File: src/rtl/pipe_pkg.sv
// Shared types and constants for the pipeline stage register family.
package pipe_pkg;

  // Encoding equals the number of entries held, so occupancy is the state itself.
  typedef enum logic [1:0] {
    ST_EMPTY = 2'd0,
    ST_BUSY  = 2'd1,
    ST_FULL  = 2'd2
  } state_t;

  localparam logic [31:0] ROM_BASE = 32'h0040_0000;
  localparam logic [31:0] MIPS_NOP = 32'h0000_0000;

endpackage

File: src/rtl/pipe_skid_ctrl.sv
// Handshake FSM for the skid stage: tracks occupancy and steers the datapath loads.
module pipe_skid_ctrl
  import pipe_pkg::*;
(
  input  logic   clk,
  input  logic   reset,
  input  logic   flush,
  input  logic   in_valid,
  input  logic   out_ready,
  output state_t state,
  output logic   load_main,
  output logic   load_skid,
  output logic   sel_skid
);

  state_t state_nxt;

  always_ff @(posedge clk) begin
    if (reset) state <= ST_EMPTY;
    else       state <= state_nxt;
  end

  always_comb begin
    state_nxt = state;
    case (state)
      ST_EMPTY: if (in_valid) state_nxt = ST_BUSY;
      ST_BUSY: begin
        if (in_valid && !out_ready)      state_nxt = ST_FULL;
        else if (!in_valid && out_ready) state_nxt = ST_EMPTY;
      end
      ST_FULL:  if (out_ready) state_nxt = ST_BUSY;
      default:  state_nxt = ST_EMPTY;
    endcase
    if (flush) state_nxt = ST_EMPTY;
  end

  // In FULL nothing is accepted, so a main load there is always the skid-to-main move.
  always_comb begin
    load_main = 1'b0;
    load_skid = 1'b0;
    sel_skid  = (state == ST_FULL);
    if (!flush) begin
      case (state)
        ST_EMPTY: load_main = in_valid;
        ST_BUSY: begin
          load_main = in_valid && out_ready;
          load_skid = in_valid && !out_ready;
        end
        ST_FULL:  load_main = out_ready;
        default: ;
      endcase
    end
  end

endmodule

File: src/rtl/pipe_skid_reg.sv
// Pipeline stage register with valid/ready handshake, one-entry skid buffer and bubble flush.
module pipe_skid_reg
  import pipe_pkg::*;
#(
  parameter int          N            = 32,
  parameter logic [31:0] RESET_VALUE  = ROM_BASE,
  parameter logic [31:0] BUBBLE_VALUE = MIPS_NOP
) (
  input  logic         clk,
  input  logic         reset,
  input  logic         flush,
  input  logic         in_valid,
  output logic         in_ready,
  input  logic [N-1:0] in_data,
  output logic         out_valid,
  input  logic         out_ready,
  output logic [N-1:0] out_data,
  output logic [1:0]   occupancy
);

  localparam logic [N-1:0] RST_V = N'(RESET_VALUE);
  localparam logic [N-1:0] BUB_V = N'(BUBBLE_VALUE);

  state_t       state;
  logic         load_main;
  logic         load_skid;
  logic         sel_skid;
  logic [N-1:0] main_p1;
  logic [N-1:0] skid_p1;

  pipe_skid_ctrl u_ctrl (
    .clk       (clk),
    .reset     (reset),
    .flush     (flush),
    .in_valid  (in_valid),
    .out_ready (out_ready),
    .state     (state),
    .load_main (load_main),
    .load_skid (load_skid),
    .sel_skid  (sel_skid)
  );

  // Stage boundary: main drives the downstream stage, skid catches the entry stalled by backpressure.
  always_ff @(posedge clk) begin
    if (reset) begin
      main_p1 <= RST_V;
      skid_p1 <= BUB_V;
    end else if (flush) begin
      main_p1 <= BUB_V;
      skid_p1 <= BUB_V;
    end else begin
      if (load_main) main_p1 <= sel_skid ? skid_p1 : in_data;
      if (load_skid) skid_p1 <= in_data;
    end
  end

  assign out_data  = main_p1;
  assign out_valid = (state != ST_EMPTY);
  assign in_ready  = (state != ST_FULL);
  assign occupancy = state;

endmodule
File: config.mk
export PLATFORM = sky130hd
export DESIGN_NAME = pipe_skid_reg
export DESIGN_NICKNAME = d
export VERILOG_FILES = /design/src/rtl/pipe_pkg.sv /design/src/rtl/pipe_skid_ctrl.sv /design/src/rtl/pipe_skid_reg.sv
export SDC_FILE = /design/constraint.sdc
export NUM_CORES = 1
export LEC_CHECK = 0
export ABC_AREA = 1
export CAP_MARGIN = 10
export CORE_MARGIN = 2
export CORE_UTILIZATION = 40
export CTS_BUF_LIST = sky130_fd_sc_hd__clkbuf_4 sky130_fd_sc_hd__clkbuf_8
export CTS_CLUSTER_DIAMETER = 150
export DETAILED_ROUTE_END_ITERATION = 10
export MAX_ROUTING_LAYER = met4
export PLACE_DENSITY_LB_ADDON = 0.1
export SETUP_SLACK_MARGIN = 0.05
export SLEW_MARGIN = 0
export SYNTH_ARGS = -nofsm -noshare
export SYNTH_HDL_FRONTEND = slang
export SYNTH_SLANG_ARGS = --single-unit
export TNS_END_PERCENT = 100
File: constraint.sdc
create_clock -name clk -period 1.2 [get_ports clk]
set_clock_uncertainty 0.05 [all_clocks]
set_input_delay 0.24 -clock clk [delete_from_list [all_inputs] [get_ports clk]]
set_output_delay 0.24 -clock clk [all_outputs]
set_load 0.01 [all_outputs]
* Yosys cells after proc, flatten, opt, wreduce, memory -nomap -nowiden
Cells that the tools add are included.
Word-level totals: register bits 66, input bits 37, output and inout port bits 36, logic and storage cells 32
Operators by class: equal/unequal tests 6, multiplexer cells 12, reduce and logical (&&, ||, !) cells 10
Operator list (count):
- $mux 23 | 2
- $mux 32 | 1
- $mux 2 | 4
- $ne 2x2->1 const B | 3
- $pmux 2 s3 | 1
- $reduce_bool 2->1 | 2
- $logic_and 1x1->1 | 3
- $mux 1 | 3
- $ne 3x1->1 const B | 1
- $pmux 1 s3 | 1
- $reduce_and 3->1 | 1
- $eq 2x1->1 const B | 1
- $eq 2x2->1 const B | 1
- $logic_not 1->1 | 2
- $logic_not 2->1 | 1
- $reduce_or 2->1 | 1

* Logic depth before layout (Yosys ltp)
Gate-level depths: netlist of run 1.
word-level depth 5, mapped depth 9, gate-level depth less buffers 7

* Cells and area by module
A second synthesis of run 1 with hierarchy kept.
Second synthesis, totals: cells, all modules 447, area total of the unflattened synthesis 3108.0 µm²
By module, submodules not included:
- pipe_skid_reg | times used 1, cells each 419, area each 2937.8 µm², seq. area each 1281.2 µm²
- pipe_skid_ctrl | times used 1, cells each 28, area each 170.2 µm², seq. area each 40.0 µm²

* Worst setup path after synthesis of run 1
Ideal clock, no wire load.
kind reg-to-reg, start register u_ctrl.state[0], end register main_p1[18], in the netlist out_data[18], library setup time 0.113 ns, arrival 1.171 ns, data required time 1.037 ns, setup slack -0.134 ns, cell stages (with the launch flop) 10, buffers on the path 2, period minus slack after synthesis 1.334 ns, cell sequence dfxtp_1 -> inv_2 -> nand2_2 -> inv_2 -> buf_4 -> buf_6 -> nand2_1 -> nand2_1 -> nor2_1 -> nor2_1
Between the ends: word-level cells in the longest chain between the ends 3, elaborated cells between the ends (all ways) 6, those cells by class 2 x eq/ne; 3 x mux; 1 x reduce/logical
Ends and longest elaborated chain:
- start, declared | RTL line pipe_skid_ctrl.sv:10 | output state_t state,
- start signal, assigned | RTL line pipe_skid_ctrl.sv:20 | else state <= state_nxt;
- $eq 2x2->1 (tied with other cells) | RTL line pipe_skid_ctrl.sv:41, pipe_skid_ctrl.sv:43
- $pmux 1 s3 | RTL line pipe_skid_ctrl.sv:43 | case (state)
- $mux 1 | RTL line pipe_skid_ctrl.sv:42 | if (!flush) begin
- end signal, assigned | RTL line pipe_skid_reg.sv:52 | if (load_main) main_p1 <= sel_skid ? skid_p1 : in_data;
- end, declared | RTL line pipe_skid_reg.sv:28 | logic [N-1:0] main_p1;
Several ways; a longest one is shown, not always the timed one. A chain may end at the register's enable or synchronous reset.

* Worst setup path after layout of run 1
start register u_ctrl.state[0], end register main_p1[4], in the netlist out_data[4]
Same word-level chain as after synthesis.

==> flow_metrics.env, run 1 <==
export IMPL_synth_most_common_cell="nand2_1"
export IMPL_synth_edf_count=0
export IMPL_power_w=0.004532
export IMPL_totalNegativeSetupSlack_ns=-7.080
export IMPL_violations="negative setup slack"
export IMPL_dp_hpwl_um=4877
export IMPL_yosysWarnings=0
export IMPL_crit_arrival_ns=1.60
export IMPL_rsz0062_at_grt="true"
export IMPL_worstMarginPinSlew_ns=0.3435
export IMPL_fillerInstances=687
export IMPL_pwr_share_comb_pct=14.9
export IMPL_p_int_w=0.003340
export IMPL_power_frac_seq_pct=50.1
export IMPL_n_antenna_cell=0
export IMPL_clock_sinks=66
export IMPL_outcome="finished, violations left"
export IMPL_vias=3013
export IMPL_hold_path_class="input port to register"
export IMPL_nNetsFinal=588
export IMPL_viasPerCell=4.607
export IMPL_antenna_found_initial=0
export IMPL_finalHoldViolations=0
export IMPL_worstSetupEndpointType="register"
export IMPL_rows=31
export IMPL_p_sw_share_pct=26.30
export IMPL_p_sw_w=0.001192
export IMPL_insertion_delay_ns=0.33
export IMPL_cts_buffer_depth=2
export IMPL_dp_cells=628
export IMPL_pre_cts_ws_ns=-0.4408
export IMPL_die_w_um=89.98
export IMPL_drv_slew=0
export IMPL_die_h_um=89.98
export IMPL_min_period_ns=1.418
export IMPL_synthArstFlopShare_pct=0
export IMPL_synth_top_cell_area_share_pct=44.69
export IMPL_ys_flop_type="dfxtp_1"
export IMPL_drive_above_1_share_pct=26.31
export IMPL_globalRouteOverflowTotal=0
export IMPL_drv_cap=0
export IMPL_whs_ns=0.2040
export IMPL_syn_to_final_growth_pct=46.85
export IMPL_syn_inst=462
export IMPL_grt_max_degree=42
export IMPL_min_period_over_period_pct=118.2
export IMPL_yosysUniqueCellTypes=19
export IMPL_synth_nets=499
export IMPL_die_area_um2=8096
export IMPL_coreArea_um2=7214
export IMPL_irDropWorstVdd_mv=0.6999
export IMPL_setup_viol_count_final=67
export IMPL_power_frac_clock_pct=35.0
export IMPL_cts_buffers=9
export IMPL_grt_pass1_wl_um=13250
export IMPL_cts_root_buf="clkbuf_8"
export IMPL_worstSetupPathType="register to register"
export IMPL_yosys_register_bits=66
export IMPL_synth_top_area_cell="dfxtp_1"
export IMPL_synthTopCellsByArea="dfxtp_1 (45%), nand2_1 (19%), nor2_1 (12%)"
export IMPL_clk_pin_slew_ns=0.07
export IMPL_grt_pass1_vias=2873
export IMPL_cts_tree="built"
export IMPL_clock_fmax_mhz=705.1
export IMPL_yosysSeqAreaShare_pct=44.69
export IMPL_setup_ws_ns=-0.2182
export IMPL_power_density_nw_per_um2=1044
export IMPL_ant_nets=0
export IMPL_slew_headroom_pct=77.10
export IMPL_worstPathRequired_ns=1.38
export IMPL_portBuffers=72
export IMPL_worst_setup_path_start_kind="register"
export IMPL_final_cells=654
export IMPL_drt_wirelength_per_cell_um=11.88
export IMPL_drt_iter0_markers=126
export IMPL_io_pins=73
export IMPL_path_max_fanout=10
export IMPL_grt_use_total_pct=20.27
export IMPL_drtPass1Iterations=4
export IMPL_totalWireLength_um=7772
export IMPL_drc_errors=0
export IMPL_synth_common_cells="nand2_1 (148), nor2_1 (92), dfxtp_1 (66), inv_1 (42), nor3_1 (25)"
export IMPL_avgSynthCellArea_um2=6.400
export IMPL_initial_core_util_pct=40.98
export IMPL_routabilityCongestion=0.8483
export IMPL_p_leak_nw=2.092
export IMPL_htreeDepth=3
export IMPL_synth_area_um2=2957
[stage by stage]
step / instance area, um2 / utilization, %
3_3_place_gp: 3961 / 54.91
4_1_cts: 4183 / 57.98
6_report: 4342 / 60.18
2_1_floorplan: 3010 / -
5_1_grt: 4342 / 60.18
3_5_place_dp: 3961 / 54.91
[layout make-up]
type / instances / area [um2] / area share, %
clock buffer: 11 / 138.9 / 3.199
sequential: 66 / 1345 / 30.98
inverter: 46 / 177.7 / 4.092
tap: 99 / 123.9 / 2.853
timing repair buffer: 105 / 985.9 / 22.71
multi-input combinational: 323 / 1550 / 35.71
clock inverter: 4 / 20.02 / 0.4611
[critical path, stage by stage, from the launching register on]
cell       delay, ns
dfxtp_4         0.37
buf_6           0.12
o21ai_4         0.18
nand3_4         0.12
buf_6           0.15
clkbuf_16       0.16
nor2_1          0.11
nor2_1          0.05
[path summary, 6_finish.rpt]
path | start | end | slack, ns | depth (start not counted)
min reg2reg | u_ctrl.state[0]$_SDFFE_PP0P_ | u_ctrl.state[1]$_SDFFE_PP0P_ | 0.45 | 1
min | reset | out_data[22]$_SDFFE_PP1P_ | 0.20 | 3
max reg2reg | u_ctrl.state[0]$_SDFFE_PP0P_ | out_data[4]$_SDFFE_PP0P_ | -0.22 | 7
max | u_ctrl.state[0]$_SDFFE_PP0P_ | out_data[4]$_SDFFE_PP0P_ | -0.22 | 7
[power groups by stage]
stage | registers [W] | clock network (W) | logic, W
6_report | 0.00227 | 0.00159 | 0.000676
3_3_place_gp | 0.00232 | 0 | 0.000618
4_1_cts | 0.00227 | 0.00162 | 0.000622
5_1_grt | 0.00227 | 0.00173 | 0.000745
3_5_place_dp | 0.00232 | 0 | 0.000619
2_1_floorplan | 0.00233 | 0 | 0.000281
[sequential cells by signal, summed over array words and instances, names as in the netlist]
name / cells
out_data: 32
skid_p1: 32
u_ctrl.state: 2
[placed cells by master (no fill, tap or decap), types with 7 or more instances in the layout]
master	instances
nor3_2	23
buf_12	7
clkdlybuf4s50_1	34
a21oi_1	8
clkbuf_8	9
nor2_1	87
o21ai_1	19
buf_6	11
dfxtp_2	13
inv_1	41
buf_2	33
dfxtp_1	51
nand2_1	143
o21ai_0	21
buf_4	14
[routing by layer]
layer | wire length, um | GRT usage, % | up-vias
li1 | - | - | 1582
met3 | 302 | 4.526 | 6
met5 | 0 | - | -
met1 | 3883 | 26.63 | 1367
met4 | 64 | 8.333 | 0
met2 | 3522 | 30.43 | 58
[logic make-up (layout without fill, tap and decap cells)]
group	count (synthesis)	in the layout	share of synthesized area [%]
simple gates	273	273	36.39
buf+inv	73	166	10.37
compound gates	50	50	8.549
flops	66	66	44.69
[repair_timing]
action / CTS / global route
pin swaps: 1 / 4
setup endpoints to repair: 102 / 70
buffers inserted: 4 / 4
gates resized for setup: 196 / 21
hold buffers: 0 / 0
gates cloned: 0 / 3
Note: power is estimated with default switching activity, not from simulation.
==> run 2: changes to the inputs <==
Settings changed: CTS_BUF_LIST sky130_fd_sc_hd__clkbuf_4 sky130_fd_sc_hd__clkbuf_8 to sky130_fd_sc_hd__clkbuf_8, DONT_BUFFER_PORTS from default to 1, SETUP_SLACK_MARGIN 0.05 to 0.15.
==> flow_metrics.env, run 2 (same netlist as run 1, synthesis figures left out) <==
export IMPL_dp_hpwl_um=4726
export IMPL_drc_errors=0
export IMPL_violations="negative hold slack, negative setup slack"
export IMPL_irDropWorstVdd_mv=0.5142
export IMPL_viasPerCell=4.679
export IMPL_io_pins=73
export IMPL_hold_start="flush"
export IMPL_clock_sinks=66
export IMPL_path_max_fanout=5
export IMPL_r2r_end="skid_p1[5]$_SDFFE_PP0P_"
export IMPL_drt_iter0_markers=118
export IMPL_crit_arrival_ns=1.05
export IMPL_p_leak_nw=1.865
export IMPL_cts_buffer_depth=2
export IMPL_slew_headroom_pct=83.71
export IMPL_hold_buffers=29
export IMPL_power_density_nw_per_um2=1074
export IMPL_worst_setup_path_start_kind="register"
export IMPL_outcome="finished, violations left"
export IMPL_routabilityCongestion=0.7658
export IMPL_finalHoldViolations=6
export IMPL_coreArea_um2=7214
export IMPL_r2r_slack_ns=-0.11
export IMPL_mostFrequentLayoutCells="nand2_1 (146), nor2_1 (88), dfxtp_1 (60)"
export IMPL_drt_wirelength_per_cell_um=13.17
export IMPL_insertion_delay_ns=0.33
export IMPL_fillerInstances=725
export IMPL_cts_root_buf="clkbuf_8"
export IMPL_n_antenna_cell=0
export IMPL_worstMarginPinSlew_ns=0.2437
export IMPL_nNetsFinal=543
export IMPL_portBuffers=0
export IMPL_htreeDepth=3
export IMPL_hold_path_class="input port to register"
export IMPL_layout_commonest_cell="nand2_1"
export IMPL_clock_fmax_mhz=748.2
export IMPL_pre_cts_ws_ns=-0.09083
export IMPL_cp_cell_sequence="inv_4 > nand2_4 > buf_8"
export IMPL_rsz0062_at_grt="true"
export IMPL_initial_core_util_pct=40.98
export IMPL_worstPathRequired_ns=0.91
export IMPL_globalRouteOverflowTotal=0
export IMPL_critical_path_max_stage_delay_ns=0.39
export IMPL_whs_ns=-0.007569
export IMPL_worstRegToRegCells=7
export IMPL_die_h_um=89.98
export IMPL_die_area_um2=8096
export IMPL_die_w_um=89.98
export IMPL_min_period_ns=1.337
export IMPL_cts_buffers=9
export IMPL_min_period_over_period_pct=111.4
export IMPL_grt_pass1_wl_um=13250
export IMPL_setup_ws_ns=-0.1366
export IMPL_placed_cell_area_um2=3298
export IMPL_cts_tree="built"
export IMPL_r2r_start="u_ctrl.state[1]$_SDFFE_PP0P_"
export IMPL_grt_max_degree=44
export IMPL_totalWireLength_um=8007
export IMPL_drv_cap=0
export IMPL_antenna_found_initial=0
export IMPL_fin_area_um2=4076
export IMPL_drv_slew=0
export IMPL_grt_use_total_pct=20.81
export IMPL_power_w=0.004379
export IMPL_multi_input_area_um2=1562
export IMPL_min_to="skid_p1[10]$_SDFFE_PP0P_"
export IMPL_worstSetupEndpointType="output pin"
export IMPL_clk_pin_slew_ns=0.07
export IMPL_drive_above_1_share_pct=18.86
export IMPL_setup_viol_count_final=66
export IMPL_holdPathStages=2
export IMPL_grt_pass1_vias=2802
export IMPL_worstSetupPathType="register to output pin"
export IMPL_cpMaxStageDelayCell="dfxtp_4"
export IMPL_rows=31
export IMPL_vias=2845
export IMPL_drtPass1Iterations=5
export IMPL_register_area_um2=1334
export IMPL_ant_nets=0
export IMPL_syn_to_final_growth_pct=37.88
export IMPL_startpoint="u_ctrl.state[0]$_SDFFE_PP0P_"
## run 2: cell count changes in the layout (fill, tap and decap cells not counted), moves of 6 or more
cell	before	now
dfxtp_2	13	4
dlygate4sd3_1	0	29
dfxtp_1	51	60
clkdlybuf4s50_1	34	0
nor3_2	23	17
buf_2	33	0
## run 2: how the worst max path moves through the flow
stage / end / slack [ns]
floorplan: out_data[18]$_SDFFE_PP0P_ / 0.03
global route: out_data[20]$_SDFFE_PP0P_ / -0.17
detailed placement: skid_p1[4]$_SDFFE_PP0P_ / -0.09
CTS: in_ready / -0.1
finish: in_ready / -0.14
global placement: skid_p1[4]$_SDFFE_PP0P_ / -0.05
## run 2: final cells by class
| class | instances | share of cell area, % |
|---|---|---|
| inverter | 46 | 4.604 |
| sequential | 66 | 32.72 |
| clock inverter | 4 | 0.4911 |
| clock buffer | 10 | 3.376 |
| tap | 99 | 3.039 |
| timing repair buffer | 59 | 17.07 |
| timing repair inverter | 1 | 0.3990 |
| multi-input combinational | 323 | 38.31 |
## run 2: critical path: cells and delay by family (launching register included)
| family | cells | cell delay, ns |
|---|---|---|
| buffers and inverters | 2 | 0.19 |
| flip-flops | 1 | 0.39 |
| AND/OR/NAND/NOR | 1 | 0.13 |
## run 2: what timing repair did
| action | 4_1_cts | 5_1_grt |
|---|---|---|
| gates resized for setup | 30 | 22 |
| cloned | 2 | 1 |
| setup endpoints to repair | 70 | 72 |
| setup buffers | 6 | 4 |
| pin swaps | 2 | 5 |
| hold endpoints to repair | 29 | 14 |
## run 2: per-layer routing
| layer | vias up | GRT usage (%) | part of all wire (%) |
|---|---|---|---|
| met5 | - | - | 0 |
| met4 | 0 | 7.692 | 1.1 |
| met3 | 8 | 5.281 | 6.0 |
| met2 | 59 | 32.89 | 47 |
| met1 | 1289 | 25.87 | 46 |
| li1 | 1489 | - | - |
## run 2: power by group
group	switching [W]	total (W)	internal, W
clock network	0.000807	0.00158	0.000768
logic	0.000268	0.000508	0.000240
registers	0.0000545	0.00230	0.00224
## run 2: per-stage QoR
stage               hold slack, ns  utilization (%)  TNS (ns)  std cells
floorplan                   0.2976                -         0        462
CTS                       -0.02704            54.68    -2.652        603
global placement            0.3098            45.72   -0.3532        552
detailed placement          0.3165            45.72    -1.225        552
finish                   -0.007569            56.50    -4.430        608
global route              -0.01642            56.50    -8.696        608
==> run 3: changes to the inputs <==
Settings changed: DONT_BUFFER_PORTS 1 to default.
==> flow_metrics.env, run 3 (same netlist as run 1, synthesis figures left out) <==
export IMPL_clk_pin_slew_ns=0.07
export IMPL_irDropWorstVdd_mv=0.6020
export IMPL_drtPass1Iterations=4
export IMPL_htreeDepth=3
export IMPL_cts_root_buf="clkbuf_8"
export IMPL_grt_use_total_pct=20.50
export IMPL_drive_above_1_share_pct=29.93
export IMPL_drv_slew=0
export IMPL_worstSetupEndpointType="register"
export IMPL_coreArea_um2=7214
export IMPL_clock_sinks=66
export IMPL_initial_core_util_pct=40.98
export IMPL_die_w_um=89.98
export IMPL_grt_max_degree=45
export IMPL_dp_cells=635
export IMPL_nNetsFinal=590
export IMPL_rsz0062_at_grt="true"
export IMPL_clock_fmax_mhz=740.6
export IMPL_r2r_start="u_ctrl.state[0]$_SDFFE_PP0P_"
export IMPL_worstMarginPinSlew_ns=0.3562
export IMPL_cts_tree="built"
export IMPL_crit_family="simple AND/OR/NAND/NOR gates"
export IMPL_die_h_um=89.98
export IMPL_layout_commonest_cell="nand2_1"
export IMPL_crit_buf_inv=3
export IMPL_path_max_fanout=32
export IMPL_r2r_end="out_data[4]$_SDFFE_PP0P_"
export IMPL_drt_wirelength_per_cell_um=11.83
export IMPL_vias=3026
export IMPL_power_density_nw_per_um2=1069
export IMPL_viasPerCell=4.606
export IMPL_hold_buffers=0
export IMPL_worstPathRequired_ns=1.39
export IMPL_rows=31
export IMPL_crit_arrival_ns=1.54
export IMPL_hold_path_class="input port to register"
export IMPL_antenna_found_initial=0
export IMPL_hold_start="flush"
export IMPL_io_pins=73
export IMPL_globalRouteOverflowTotal=0
export IMPL_slew_headroom_pct=76.25
export IMPL_cts_buffers=9
export IMPL_startpoint="u_ctrl.state[0]$_SDFFE_PP0P_"
export IMPL_mostFrequentLayoutCells="nand2_1 (146), nor2_1 (86), inv_1 (44)"
export IMPL_setup_ws_ns=-0.1503
export IMPL_insertion_delay_ns=0.34
export IMPL_routabilityCongestion=0.7321
export IMPL_dp_hpwl_um=5009
export IMPL_worst_setup_path_start_kind="register"
export IMPL_grt_pass1_wl_um=13300
export IMPL_drt_iter0_markers=126
export IMPL_cp_cell_sequence="inv_4 > nand2_4 > buf_4 > nand2_2 > nand3_4 > buf_12 > nor2_2 > nor2_1"
export IMPL_final_cells=657
export IMPL_totalNegativeSetupSlack_ns=-7.302
export IMPL_r2r_slack_ns=-0.15
export IMPL_cpMaxStageDelayCell="dfxtp_4"
export IMPL_p_leak_nw=2.095
export IMPL_finalHoldViolations=0
export IMPL_portBuffers=72
export IMPL_min_period_ns=1.350
export IMPL_critical_path_max_stage_delay_ns=0.36
export IMPL_grt_pass1_vias=2891
export IMPL_syn_to_final_growth_pct=52.98
export IMPL_worstSetupPathType="register to register"
export IMPL_setup_viol_count_final=66
export IMPL_power_w=0.004836
export IMPL_n_antenna_cell=0
export IMPL_pre_cts_ws_ns=-0.4279
export IMPL_ant_nets=0
export IMPL_min_period_over_period_pct=112.5
export IMPL_totalWireLength_um=7773
export IMPL_min_to="out_data[22]$_SDFFE_PP1P_"
export IMPL_violations="negative setup slack"
export IMPL_holdPathStages=4
export IMPL_drv_cap=0
export IMPL_outcome="finished, violations left"
export IMPL_cts_buffer_depth=2
export IMPL_die_area_um2=8096
export IMPL_drc_errors=0
export IMPL_worstRegToRegCells=8
## run 3: cell types whose count changed in the layout (fill, tap and decap cells not counted), sizes merged, moves of 2 or more
cell	previous run	this run
buf	28	71
dlygate4sd3	29	0
dlygate4sd2	0	2
clkdlybuf4s50	0	34
clkinv	4	2
## run 3: metal layers
metal / GRT usage, % / vias to the layer above / wire length (um)
met5: - / - / 0
met4: 6.538 / 0 / 75
met3: 4.443 / 7 / 363
met2: 34.41 / 65 / 3758
met1: 24.75 / 1367 / 3575
li1: - / 1587 / -
## run 3: how the worst max path moves through the flow
stage                                     end  slack [ns]  depth (start not counted)
finish               out_data[4]$_SDFFE_PP0P_       -0.15                          8
global route         skid_p1[24]$_SDFFE_PP0P_       -0.25                          8
CTS                 out_data[26]$_SDFFE_PP0P_       -0.15                          9
detailed placement   out_data[4]$_SDFFE_PP0P_       -0.43                          7
global placement    out_data[21]$_SDFFE_PP0P_       -0.39                          7
floorplan           out_data[18]$_SDFFE_PP0P_        0.03                          6
## run 3: stage by stage
stage / area [um2] / util (%) / hold slack [ns]
final: 4523 / 62.70 / 0.3142
after global routing: 4523 / 62.70 / 0.3447
after CTS: 4492 / 62.26 / 0.3102
after detailed placement: 4096 / 56.78 / 0.4474
after global placement: 4096 / 56.78 / 0.4417
after floorplan: 3156 / - / 0.2976
## run 3: repair_timing
item                                    4_1_cts  5_1_grt
setup buffers                                 5        0
pin swaps                                     2        0
gates resized for setup                     227        7
hold endpoints to repair                      0        0
cloned                                        1        0
endpoints found under the setup margin      102      102
## run 3: area by class of cell
cell class | instances | area [um2]
Clock inverter | 6 | 58.81
Inverter | 46 | 180.2
Fill cell | 690 | 2691
Timing Repair Buffer | 107 | 1112
Clock buffer | 10 | 137.6
Sequential cell | 66 | 1369
Tap cell | 99 | 123.9
Multi-Input combinational cell | 323 | 1541
## run 3: where the power goes
group          total [W]  internal (W)  switching, W
Combinational   0.000689      0.000350      0.000339
Clock            0.00186       0.00100      0.000863
Sequential       0.00228       0.00225     0.0000361
Total            0.00484       0.00360       0.00124
## run 3: worst min-delay path: cells and delay by family
family                 cells  cell delay (ns)
buffers and inverters      2             0.28
and+or+nand+nor            2             0.16
